[src/rtl/water_district.sv]
// Water district cistern controller: serves demand, requests refills, rations on repeated shortages.
// Optional energy accumulator enabled by defining WATER_DISTRICT_ENERGY_EN.
module water_district #(
   parameter logic [7:0]  CAP       = 8'd64,
   parameter logic [7:0]  TARGET    = 8'd32,
   parameter int unsigned RATION_TH = 4
) (
   input  logic        clk,
   input  logic        rst,
   input  logic        en,
   input  logic [7:0]  usage,
   input  logic [7:0]  supply,
   input  logic [7:0]  power,
   output logic [7:0]  req,
   output logic [7:0]  level,
   output logic [7:0]  served,
   output logic        spill,
   output logic [7:0]  shortfall,
   output logic [1:0]  state,
   output logic [15:0] energy
);
   typedef enum logic [1:0] {IDLE = 2'd0, NORMAL = 2'd1, RATION = 2'd2, RECOVER = 2'd3} state_t;

   state_t     state_q, state_d;
   logic [7:0] req_q, req_d, level_q, level_d, served_q, served_d, shortfall_q, shortfall_d;
   logic       spill_q, spill_d;
   logic [3:0] consec_q, consec_d;
   logic [2:0] clean_q, clean_d;
   logic [7:0] usage_eff, deficit;
   logic [8:0] avail, remain, need_sum;
   logic [5:0] need;
   logic       short_cyc;

   always_comb begin
      // A district waking from IDLE with en=1 serves demand at full rate that same cycle.
      usage_eff = 8'd0;
      if (en) begin
         if (state_q == RATION) usage_eff = {1'b0, usage[7:1]};
         else                   usage_eff = usage;
      end
      avail    = {1'b0, level_q} + {1'b0, supply};
      served_d = ({1'b0, usage_eff} < avail) ? usage_eff : avail[7:0];
      remain   = avail - {1'b0, served_d};
      spill_d  = remain > {1'b0, CAP};
      level_d  = spill_d ? CAP : remain[7:0];
      deficit  = (TARGET > level_d) ? (TARGET - level_d) : 8'd0;
      need_sum = {1'b0, deficit} + {1'b0, usage_eff};
      need     = (need_sum > 9'd63) ? 6'd63 : need_sum[5:0];
      req_d    = en ? {need, 2'b00} : 8'd0;

      short_cyc   = en && (served_d < usage_eff);
      shortfall_d = (short_cyc && shortfall_q != 8'hFF) ? shortfall_q + 8'd1 : shortfall_q;
      consec_d    = short_cyc ? ((consec_q == 4'hF) ? consec_q : consec_q + 4'd1) : 4'd0;

      // Clean count only survives while staying in RECOVER, so entry always starts from zero.
      clean_d = 3'd0;
      state_d = state_q;
      if (!en) begin
         state_d = IDLE;
      end else begin
         case (state_q)
            IDLE:    state_d = NORMAL;
            NORMAL:  if (32'(consec_d) >= RATION_TH) state_d = RATION;
            RATION:  if (level_d >= TARGET) state_d = RECOVER;
            RECOVER: begin
               if (short_cyc) begin
                  state_d = RATION;
               end else begin
                  clean_d = clean_q + 3'd1;
                  if (clean_q == 3'd3) state_d = NORMAL;
               end
            end
            default: state_d = IDLE;
         endcase
      end
   end

   always_ff @(posedge clk or posedge rst) begin
      if (rst) begin
         state_q     <= IDLE;
         req_q       <= 8'd0;
         level_q     <= 8'd0;
         served_q    <= 8'd0;
         spill_q     <= 1'b0;
         shortfall_q <= 8'd0;
         consec_q    <= 4'd0;
         clean_q     <= 3'd0;
      end else begin
         state_q     <= state_d;
         req_q       <= req_d;
         level_q     <= level_d;
         served_q    <= served_d;
         spill_q     <= spill_d;
         shortfall_q <= shortfall_d;
         consec_q    <= consec_d;
         clean_q     <= clean_d;
      end
   end

   assign req       = req_q;
   assign level     = level_q;
   assign served    = served_q;
   assign spill     = spill_q;
   assign shortfall = shortfall_q;
   assign state     = state_q;

`ifdef WATER_DISTRICT_ENERGY_EN
   logic [15:0] energy_q, energy_d;
   logic [16:0] energy_sum;

   always_comb begin
      energy_sum = {1'b0, energy_q} + {9'd0, power};
      energy_d   = energy_q;
      if (en) energy_d = energy_sum[16] ? 16'hFFFF : energy_sum[15:0];
   end

   always_ff @(posedge clk or posedge rst) begin
      if (rst) energy_q <= 16'd0;
      else     energy_q <= energy_d;
   end

   assign energy = energy_q;
`else
   logic unused_power;
   assign unused_power = ^power;
   assign energy       = 16'h0000;
`endif
endmodule
[config.mk]
export PLATFORM = sky130hd
export DESIGN_NAME = water_district
export DESIGN_NICKNAME = d
export VERILOG_FILES = /design/src/rtl/water_district.sv
export SDC_FILE = /design/constraint.sdc
export NUM_CORES = 1
export LEC_CHECK = 0
export CAP_MARGIN = 5
export CORE_MARGIN = 1
export CORE_UTILIZATION = 37
export CTS_BUF_LIST = sky130_fd_sc_hd__clkbuf_8 sky130_fd_sc_hd__clkbuf_16
export DETAILED_ROUTE_END_ITERATION = 10
export PLACE_DENSITY = 0.61
export RECOVER_POWER = 25
export SYNTH_ARGS = -nofsm -noshare
export SYNTH_HDL_FRONTEND = slang
export SYNTH_SLANG_ARGS = --single-unit
[constraint.sdc]
create_clock -name clk -period 7.2 [get_ports clk]
set_clock_uncertainty 0.2 [all_clocks]
set_input_delay 1.44 -clock clk [delete_from_list [all_inputs] [get_ports clk]]
set_output_delay 1.44 -clock clk [all_outputs]
set_load 0.01 [all_outputs]
## After elaboration in Yosys (flattened, before gate mapping)

Cells that the tools add are included.

- Bits in registers: 42
- Output and inout port bits: 51
- Bits of input ports: 27

- Multiplexer cells: 18
- Order comparisons: 7
- Reduce and logical (&&, ||, !) cells: 4
- Equal/unequal tests: 9
- $add $sub $neg: 7

Operators with widths:

| operator | number |
|---|---|
| $mux W8 | 6 |
| $add A8 B8 Y9 | 2 |
| $mux W2 | 5 |
| $gt A9 B6 Y1 const B | 1 |
| $gt A9 B7 Y1 const B | 1 |
| $lt A8 B9 Y1 | 1 |
| $mux W3 | 3 |
| $sub A9 B8 Y9 | 1 |
| $add A8 B1 Y8 const B | 1 |
| $ge A8 B6 Y1 const B | 1 |
| $gt A6 B8 Y1 const A | 1 |
| $lt A8 B8 Y1 | 1 |
| $mux W4 | 2 |
| $ne A8 B8 Y1 const B | 1 |
| $pmux W2 S4 | 1 |
| $sub A6 B8 Y8 const A | 1 |
| $mux W6 | 1 |
| $add A4 B1 Y4 const B | 1 |
| $eq A2 B2 Y1 const B | 2 |
| $eq A4 B4 Y1 const B | 1 |
| $ge A4 B3 Y1 const B | 1 |
| $ne A4 B4 Y1 const B | 1 |
| $add A3 B1 Y3 const B | 1 |
| $eq A3 B2 Y1 const B | 1 |
| other kinds (6) | 7 |

## Logic depth before layout (Yosys ltp)

Gate-level depths: netlist of the first run.

- Depth after elaboration: 14
- Mapped depth: 45
- Mapped depth without buffers: 44

## Least setup slack after synthesis of the first run

No wires, ideal clock.

- Kind: input port to flip-flop
- Start: input port supply[0]
- End: register req_q[2], in the netlist req[2]
- Library setup time: 0.131 ns
- Buffers on the path: 1
- Slack: -1.439 ns
- Required time: 6.869 ns
- Stages: 43
- Arrival time: 8.308 ns
- Path through: ha_1 > inv_1 > fa_1 > nand2b_1 > a21oi_1 > o21a_1 > nor2_1 > xnor2_1 > inv_1 > ha_1 > inv_1 > nor2_1 > and4_1 > nor4_2 > a21bo_2 > nand2_2 > clkbuf_1 > nand2_1 > (+7 left out) > nand3_1 > o21ai_1 > o211ai_1 > nand3_1 > xnor2_1 > or3_1 > ha_1 > nor3b_1 > fa_1 > a21oi_1 > nor2_1 > nor2_1 > nor2b_1 > o21a_1 > o21ai_0 > nand2_1 > nor2_1 > nor2_1

- Cells in the longest elaborated chain, start to end: 12

RTL lines:

| item | line | RTL |
|---|---|---|
| from (decl) | 12 | `input logic [7:0] supply,` |
| $add A8 B8 Y9 (*) | 41 | `avail = {1'b0, level_q} + {1'b0, supply};` |
| $lt A8 B9 Y1 | 42 | `served_d = ({1'b0, usage_eff} < avail) ? usage_eff : avail[7:0];` |
| $mux W8 (*) | 42 |  |
| net served_d[0] | 25 | `logic [7:0] req_q, req_d, level_q, level_d, served_q, served_d, shortfall_q, shortfall_d;` |
| $sub A9 B8 Y9 (*) | 43 | `remain = avail - {1'b0, served_d};` |
| $gt A9 B7 Y1 | 44 | `spill_d = remain > {1'b0, CAP};` |
| $mux W8 (*) | 45 | `level_d = spill_d ? CAP : remain[7:0];` |
| $sub A6 B8 Y8 or $gt A6 B8 Y1 (tied branches) | 46 | `deficit = (TARGET > level_d) ? (TARGET - level_d) : 8'd0;` |
| $mux W8 (*) | 46 |  |
| $add A8 B8 Y9 (*) | 47 | `need_sum = {1'b0, deficit} + {1'b0, usage_eff};` |
| $gt A9 B6 Y1 | 48 | `need = (need_sum > 9'd63) ? 6'd63 : need_sum[5:0];` |
| $mux W6 (*) | 48 |  |
| $mux W8 (*) | 49 | `req_d = en ? {need, 2'b00} : 8'd0;` |
| net req_d[2] | 25 |  |
| to (signal assigned) | 90 | `req_q <= req_d;` |
| to (decl) | 25 |  |

The timed path passes the listed nets; every way through them passes the cells marked *.
A chain may end at the register's enable or synchronous reset.

## Worst setup path after layout of the first run

- Start: input port supply[0]
- End: register req_q[7], in the netlist req[7]

Same word-level chain as after synthesis.

==> results of run 1 <==
-- flip-flops by register name (all words and copies together), names as in the netlist --
name	cells
state	2
shortfall	8
spill	1
req	6
served	8
consec_q	4
clean_q	3
level	8
-- layer usage --
metal / up-vias / part of all wire / routed length, um
met5: - / 0 / 0
met4: 0 / 0.028 / 306
met1: 1770 / 0.43 / 4750
met3: 19 / 0.048 / 528
li1: 1821 / - / -
met2: 121 / 0.50 / 5490
-- repair_timing --
action,CTS,global route
pin swaps,45,36
gates cloned,0,0
resized for setup,40,17
hold endpoints to repair,0,0
endpoints found under the setup margin,6,6
buffers inserted,14,6
-- cell type report --
cell class	instances	share of cell area
clock inverters	2	0.00691
flip-flops and latches	40	0.178
well taps	129	0.0288
inverters	29	0.0203
clock buffers	6	0.0147
multi-input cells	338	0.480
repair buffers	185	0.271
-- kinds of logic (layout without fill, tap and decap cells) --
group,after synthesis,count (layout),synth area share
and+or+nand+nor,140,140,0.202
muxes,7,7,0.0242
DFF,40,40,0.277
other,1,21,0.00104
buffers and inverters,56,222,0.0841
AOI/OAI and AO/OA,98,98,0.186
adders and majority gates,44,44,0.154
xor gates and xnor gates,28,28,0.0719
-- stage by stage --
step                      hold WS [ns]  TNS [ns]  cell area, um^2  setup WS [ns]   util
after floorplan                  0.219     -5.10             3800         -0.935      -
after global placement           0.228     -8.96             5130          -1.43  0.547
after detailed placement         0.260    -10.17             5130          -1.56  0.547
after CTS                        0.274     -3.13             5510         -0.559  0.587
after global routing             0.287     -6.33             5610          -1.10  0.599
final                            0.261     -4.45             5610         -0.788  0.599
-- worst paths after layout --
path	start	end	slack [ns]	cells past startpoint
setup / recovery	supply[0]	req[7]	-0.79	42
hold / removal	clean_q[0]	clean_q[0]	0.26	1
setup reg to reg	level[0]	req[7]	0	41
hold reg to reg	clean_q[0]	clean_q[0]	0.26	1
max in group asynchronous	rst	consec_q[0]	3.29	3
min in group asynchronous	rst	level[1]	2.22	3
-- report_power, final --
| group | switching [uW] | internal (uW) | total (uW) |
|---|---|---|---|
| Sequential | 39.9 | 275 | 315 |
| Clock | 94.4 | 114 | 208 |
| Combinational | 669 | 754 | 1420 |
-- cell usage after synthesis, types with 4 or more instances --
cell and number:
o21ai_0 27, nand3_1 11, nand4_1 5, a31oi_1 7, clkbuf_1 5, nand2_1 34
a21oi_1 19, nor2b_1 4, dfrtp_1 40, mux2i_1 4, and3_1 4, xnor2_1 20
o21a_1 4, a21o_1 5, or3_1 5, inv_1 27, nor2_1 39, ha_1 38
o211ai_1 4, xor2_1 6, nor3_1 11, buf_4 18, nand2b_1 4
==> impl_metrics.yaml, run 1 <==
outcome:
  status: "complete, but fails checks"
  violations: "max-capacitance violations, max-slew violations, negative setup slack"
layout:
  final_common_cell: "buf_4"
  final_cells: 729
  syn_to_final_growth_pct: 55.1
  regArea_mm2: 0.00100
  diodes: 0
  final_cell_mix: "buf_4 (130), clkdlybuf4s50_1 (45), dfrtp_1 (40), nor2_1 (33), nand2_1 (32)"
  multi_input_comb_area_mm2: 0.00269
  fill_cells: 823
  nets: 666
  drive_above_1_share: 0.357
cts:
  ctsLongestPathBuffers: 2
  clock_latency_ns: 0.31
  cts.sinks: 40
  cts_root_buf: "clkbuf_8"
  cts_tree: "yes"
  path_clk_slew_ns: 0.09
  ctsHoldBuffers: 0
  cts_made_buffers: 5
  h-tree-depth: 2
sta:
  slew_viol_final: 41
  fin_crit_ns: 7.99
  tightest_slew_ns: 2.28
  hold_violations: 0
  setup_viol: 6
  max_slew_margin: -0.518
  fmax_mhz: 125
  fin_crit_sh: 1.11
  setup_slack_ns: -0.788
  grt_setup_unrepaired: "yes"
power:
  vdd_drop_max_mv: 0.230
  power_uw: 1950
  p_per_area_mw_per_mm2: 347
  p_leak_uw: 0.00268
logic_synthesis:
  yosys.area.top_type: "dfrtp_1"
  synth-async-reset-ratio: 1.00
  syn_area_per_cell_um2: 8.74
  synthTopCellsByArea: "dfrtp_1 (28%), ha_1 (13%), xnor2_1 (4.8%)"
  synth.distinct_cells: 77
  yosysSeqAreaShare: 0.277
  netlist_instances: 414
  synthFlopType: "dfrtp_1"
  netlist_area_mm2: 0.00362
  synth_top_area_frac: 0.277
  synth_warnings: 0
  ys_ff_latch: 40
  synth_edf_count: 0
placement:
  port_buffers: 51
  placed_cells: 701
  gp_congestion: 0.882
  post-dp-hpwl_um: 8520
setup_path:
  arrival_ns: 7.98
  cp_slowest_cell: "or3_4"
  path_buf_inv: 7
  crit_required_ns: 7.19
  crit_type: "in2reg"
  cpPeakStageDelay_ns: 0.37
  critPathMaxFanout: 4
  cp_common_cell: "ha_4"
  critPathTopFamily: "simple AND/OR/NAND/NOR gates"
  start_kind: "primary input"
  cp-end-kind: "flip-flop"
run:
  maxCapViolations: 1
global_routing:
  gr-total-overflow: 0
  grt.total_usage: 0.231
  busiest_layer: "met2"
  use_met2: 0.405
  grt_max_degree: 41
  grt_pass1_vias: 3751
  met1_usage: 0.282
  antenna_found_initial: 0
  met3_usage: 0.0305
  grt_pass1_wl_um: 18100
drt:
  drcViolationCount: 0
  viasPerCell: 5.12
  drt_iter0_markers: 180
  wl_um: 11100
  final_antenna_net_count: 0
  wire_per_inst_um: 15.2
  dr.pass1.iters: 5
  dr_total_vias: 3731
floorplanning:
  pin_count: 78
  die-area_mm2: 0.0102
  rows: 35
  core_area_mm2: 0.00937
  die_x_um: 101
  die_h_um: 101
  start_util: 0.386
worst_hold_path:
  hold_class: "reg2reg"
Power figures use the tool's default switching activity.
==> run 2, diff against run 1 <==
Settings changed: HOLD_SLACK_MARGIN from default to 0.1.
==> results of run 2 <==
Same layout as run 1: the final DEF is identical, and so are final timing and power.
==> run 3, diff against run 2 <==
Settings changed: DONT_BUFFER_PORTS from default to 1, PLACE_DENSITY 0.61 to 0.5, SLEW_MARGIN from default to 20.
==> run 3 against run 2 <==
Effect of this change: core utilization fell by 6.7 points; largest power group unchanged; highest routed layer unchanged; the run still ends with max-capacitance violations, max-slew violations, negative setup slack left; critical endpoint is now req[3]; critical path depth fell by 3; cell count fell by 8.5%; critical path type unchanged; worst hold slack improved by 0.013 ns; sequential power rose by 7.3%.
==> impl_metrics.yaml, run 3 (synthesis results as in run 1) <==
worst_hold_path:
  min-delay-start: "clean_q[0]"
  hold_class: "reg2reg"
  worstHoldPathCells: 1
  holdPathEnd: "clean_q[0]"
cts:
  ctsHoldBuffers: 0
  cts_tree: "yes"
  path_clk_slew_ns: 0.09
  ctsLongestPathBuffers: 2
  cts_root_buf: "clkbuf_8"
  cts_made_buffers: 5
  clock_latency_ns: 0.31
  cts.sinks: 40
  h-tree-depth: 2
outcome:
  status: "complete, but fails checks"
  violations: "max-capacitance violations, max-slew violations, negative setup slack"
setup_path:
  crit_required_ns: 7.20
  r2r_end: "req[3]"
  arrival_ns: 7.69
  critPathMaxFanout: 4
  r2r-start: "level[0]"
  cpPeakStageDelay_ns: 0.41
  cp_slowest_cell: "o41a_1"
  r2r_slack_ns: 0.23
  crit_type: "in2reg"
  reg2reg_depth: 39
  start_kind: "primary input"
  cp-end-kind: "flip-flop"
drt:
  wire_per_inst_um: 14.9
  dr.pass1.iters: 4
  final_antenna_net_count: 0
  drt_iter0_markers: 197
  viasPerCell: 5.09
  dr_total_vias: 3394
  drcViolationCount: 0
  wl_um: 9950
floorplanning:
  die_x_um: 101
  die-area_mm2: 0.0102
  die_h_um: 101
  core_area_mm2: 0.00937
  rows: 35
  pin_count: 78
  start_util: 0.386
sta:
  grt_setup_unrepaired: "yes"
  fin_crit_ns: 7.69
  tightest_slew_ns: 2.22
  hold_violations: 0
  setup_viol: 6
  fmax_mhz: 130
  setup_slack_ns: -0.490
  slew_viol_final: 41
  max_slew_margin: -0.479
  fin_crit_sh: 1.07
global_routing:
  grt_pass1_vias: 3225
  gr-total-overflow: 0
  antenna_found_initial: 0
  grt.total_usage: 0.203
  grt_pass1_wl_um: 15900
  grt_max_degree: 41
layout:
  syn_to_final_growth_pct: 37.9
  nets: 604
  diodes: 0
  final_common_cell: "buf_4"
  final_cells: 667
  drive_above_1_share: 0.368
  final_cell_mix: "buf_4 (119), dfrtp_1 (40), nor2_1 (37), nand2_1 (32), ha_1 (32)"
power:
  vdd_drop_max_mv: 0.138
  p_per_area_mw_per_mm2: 362
  p_leak_uw: 0.00241
placement:
  place_ws_ns: -1.19
  placed_cells: 636
  gp_congestion: 0.886
  post-dp-hpwl_um: 7860
  port_buffers: 0
run:
  maxCapViolations: 1
[run 3: cell types whose count changed in the layout (fill, tap and decap cells not counted), sizes merged]
| cell | change |
|---|---|
| inv | -1 |
| buf | -12 |
| clkinv | +1 |
| dlygate4sd3 | -1 |
| dlygate4sd2 | -3 |
| clkdlybuf4s50 | -45 |
| clkbuf | -1 |
[run 3: how the worst max path moves through the flow]
stage | slack (ns) | cells past startpoint | endpoint | startpoint
finish | -0.49 | 39 | req[3] | supply[0]
global route | -0.88 | 42 | req[3] | supply[0]
floorplan | -0.94 | 43 | req[2] | supply[0]
detailed placement | -1.19 | 42 | req[3] | supply[0]
CTS | -0.55 | 41 | req[3] | supply[0]
global placement | -1.17 | 43 | req[3] | supply[0]
[run 3: critical path: cells and delay by family]
family	cells	cell delay [ns]
XOR/XNOR	3	0.41
AO/OA/AOI/OAI	11	2.25
adder cells (fa/ha/maj)	7	1.57
AND/OR/NAND/NOR	16	1.95
buffers and inverters	2	0.07
[run 3: power breakdown]
part | total (uW) | switching (uW) | internal (uW)
Sequential | 338 | 62.5 | 276
Combinational | 1260 | 615 | 648
Clock | 204 | 90.2 | 114
Total | 1800 | 768 | 1040
[run 3: layout make-up]
cell class	count	area, um^2
fillers	883	4380
multi-input cells	338	2660
flip-flops and latches	40	1000
repair buffers	123	931
well taps	129	161
inverters	29	116
clock buffers	6	82.6
clock inverters	2	38.8
[run 3: metal layers]
| layer | routed length [um] | part of all wire | vias up | global-route usage |
|---|---|---|---|---|
| li1 | - | - | 1685 | - |
| met1 | 4610 | 0.46 | 1604 | 0.270 |
| met2 | 4770 | 0.48 | 94 | 0.346 |
| met3 | 436 | 0.044 | 11 | 0.0298 |
| met4 | 136 | 0.014 | 0 | 0.0502 |
| met5 | 0 | 0 | - | 0 |
[run 3: timing repair]
| action | in CTS | in global routing |
|---|---|---|
| setup endpoints to repair | 6 | 6 |
| pin swaps | 32 | 22 |
| cloned | 0 | 0 |
| gates resized for setup | 24 | 18 |
| buffers inserted | 17 | 6 |
[run 3: metrics by stage]
step | area (um^2) | utilization | power (uW) | setup TNS (ns) | hold WS (ns)
3_5_place_dp | 4510 | 0.482 | 1420 | -7.07 | 0.261
2_1_floorplan | 3800 | - | 1010 | -5.10 | 0.219
3_3_place_gp | 4510 | 0.482 | 1410 | -7.04 | 0.232
6_report | 4990 | 0.532 | 1800 | -2.87 | 0.273
4_1_cts | 4860 | 0.519 | 1760 | -3.25 | 0.272
5_1_grt | 4990 | 0.532 | 1950 | -5.08 | 0.313
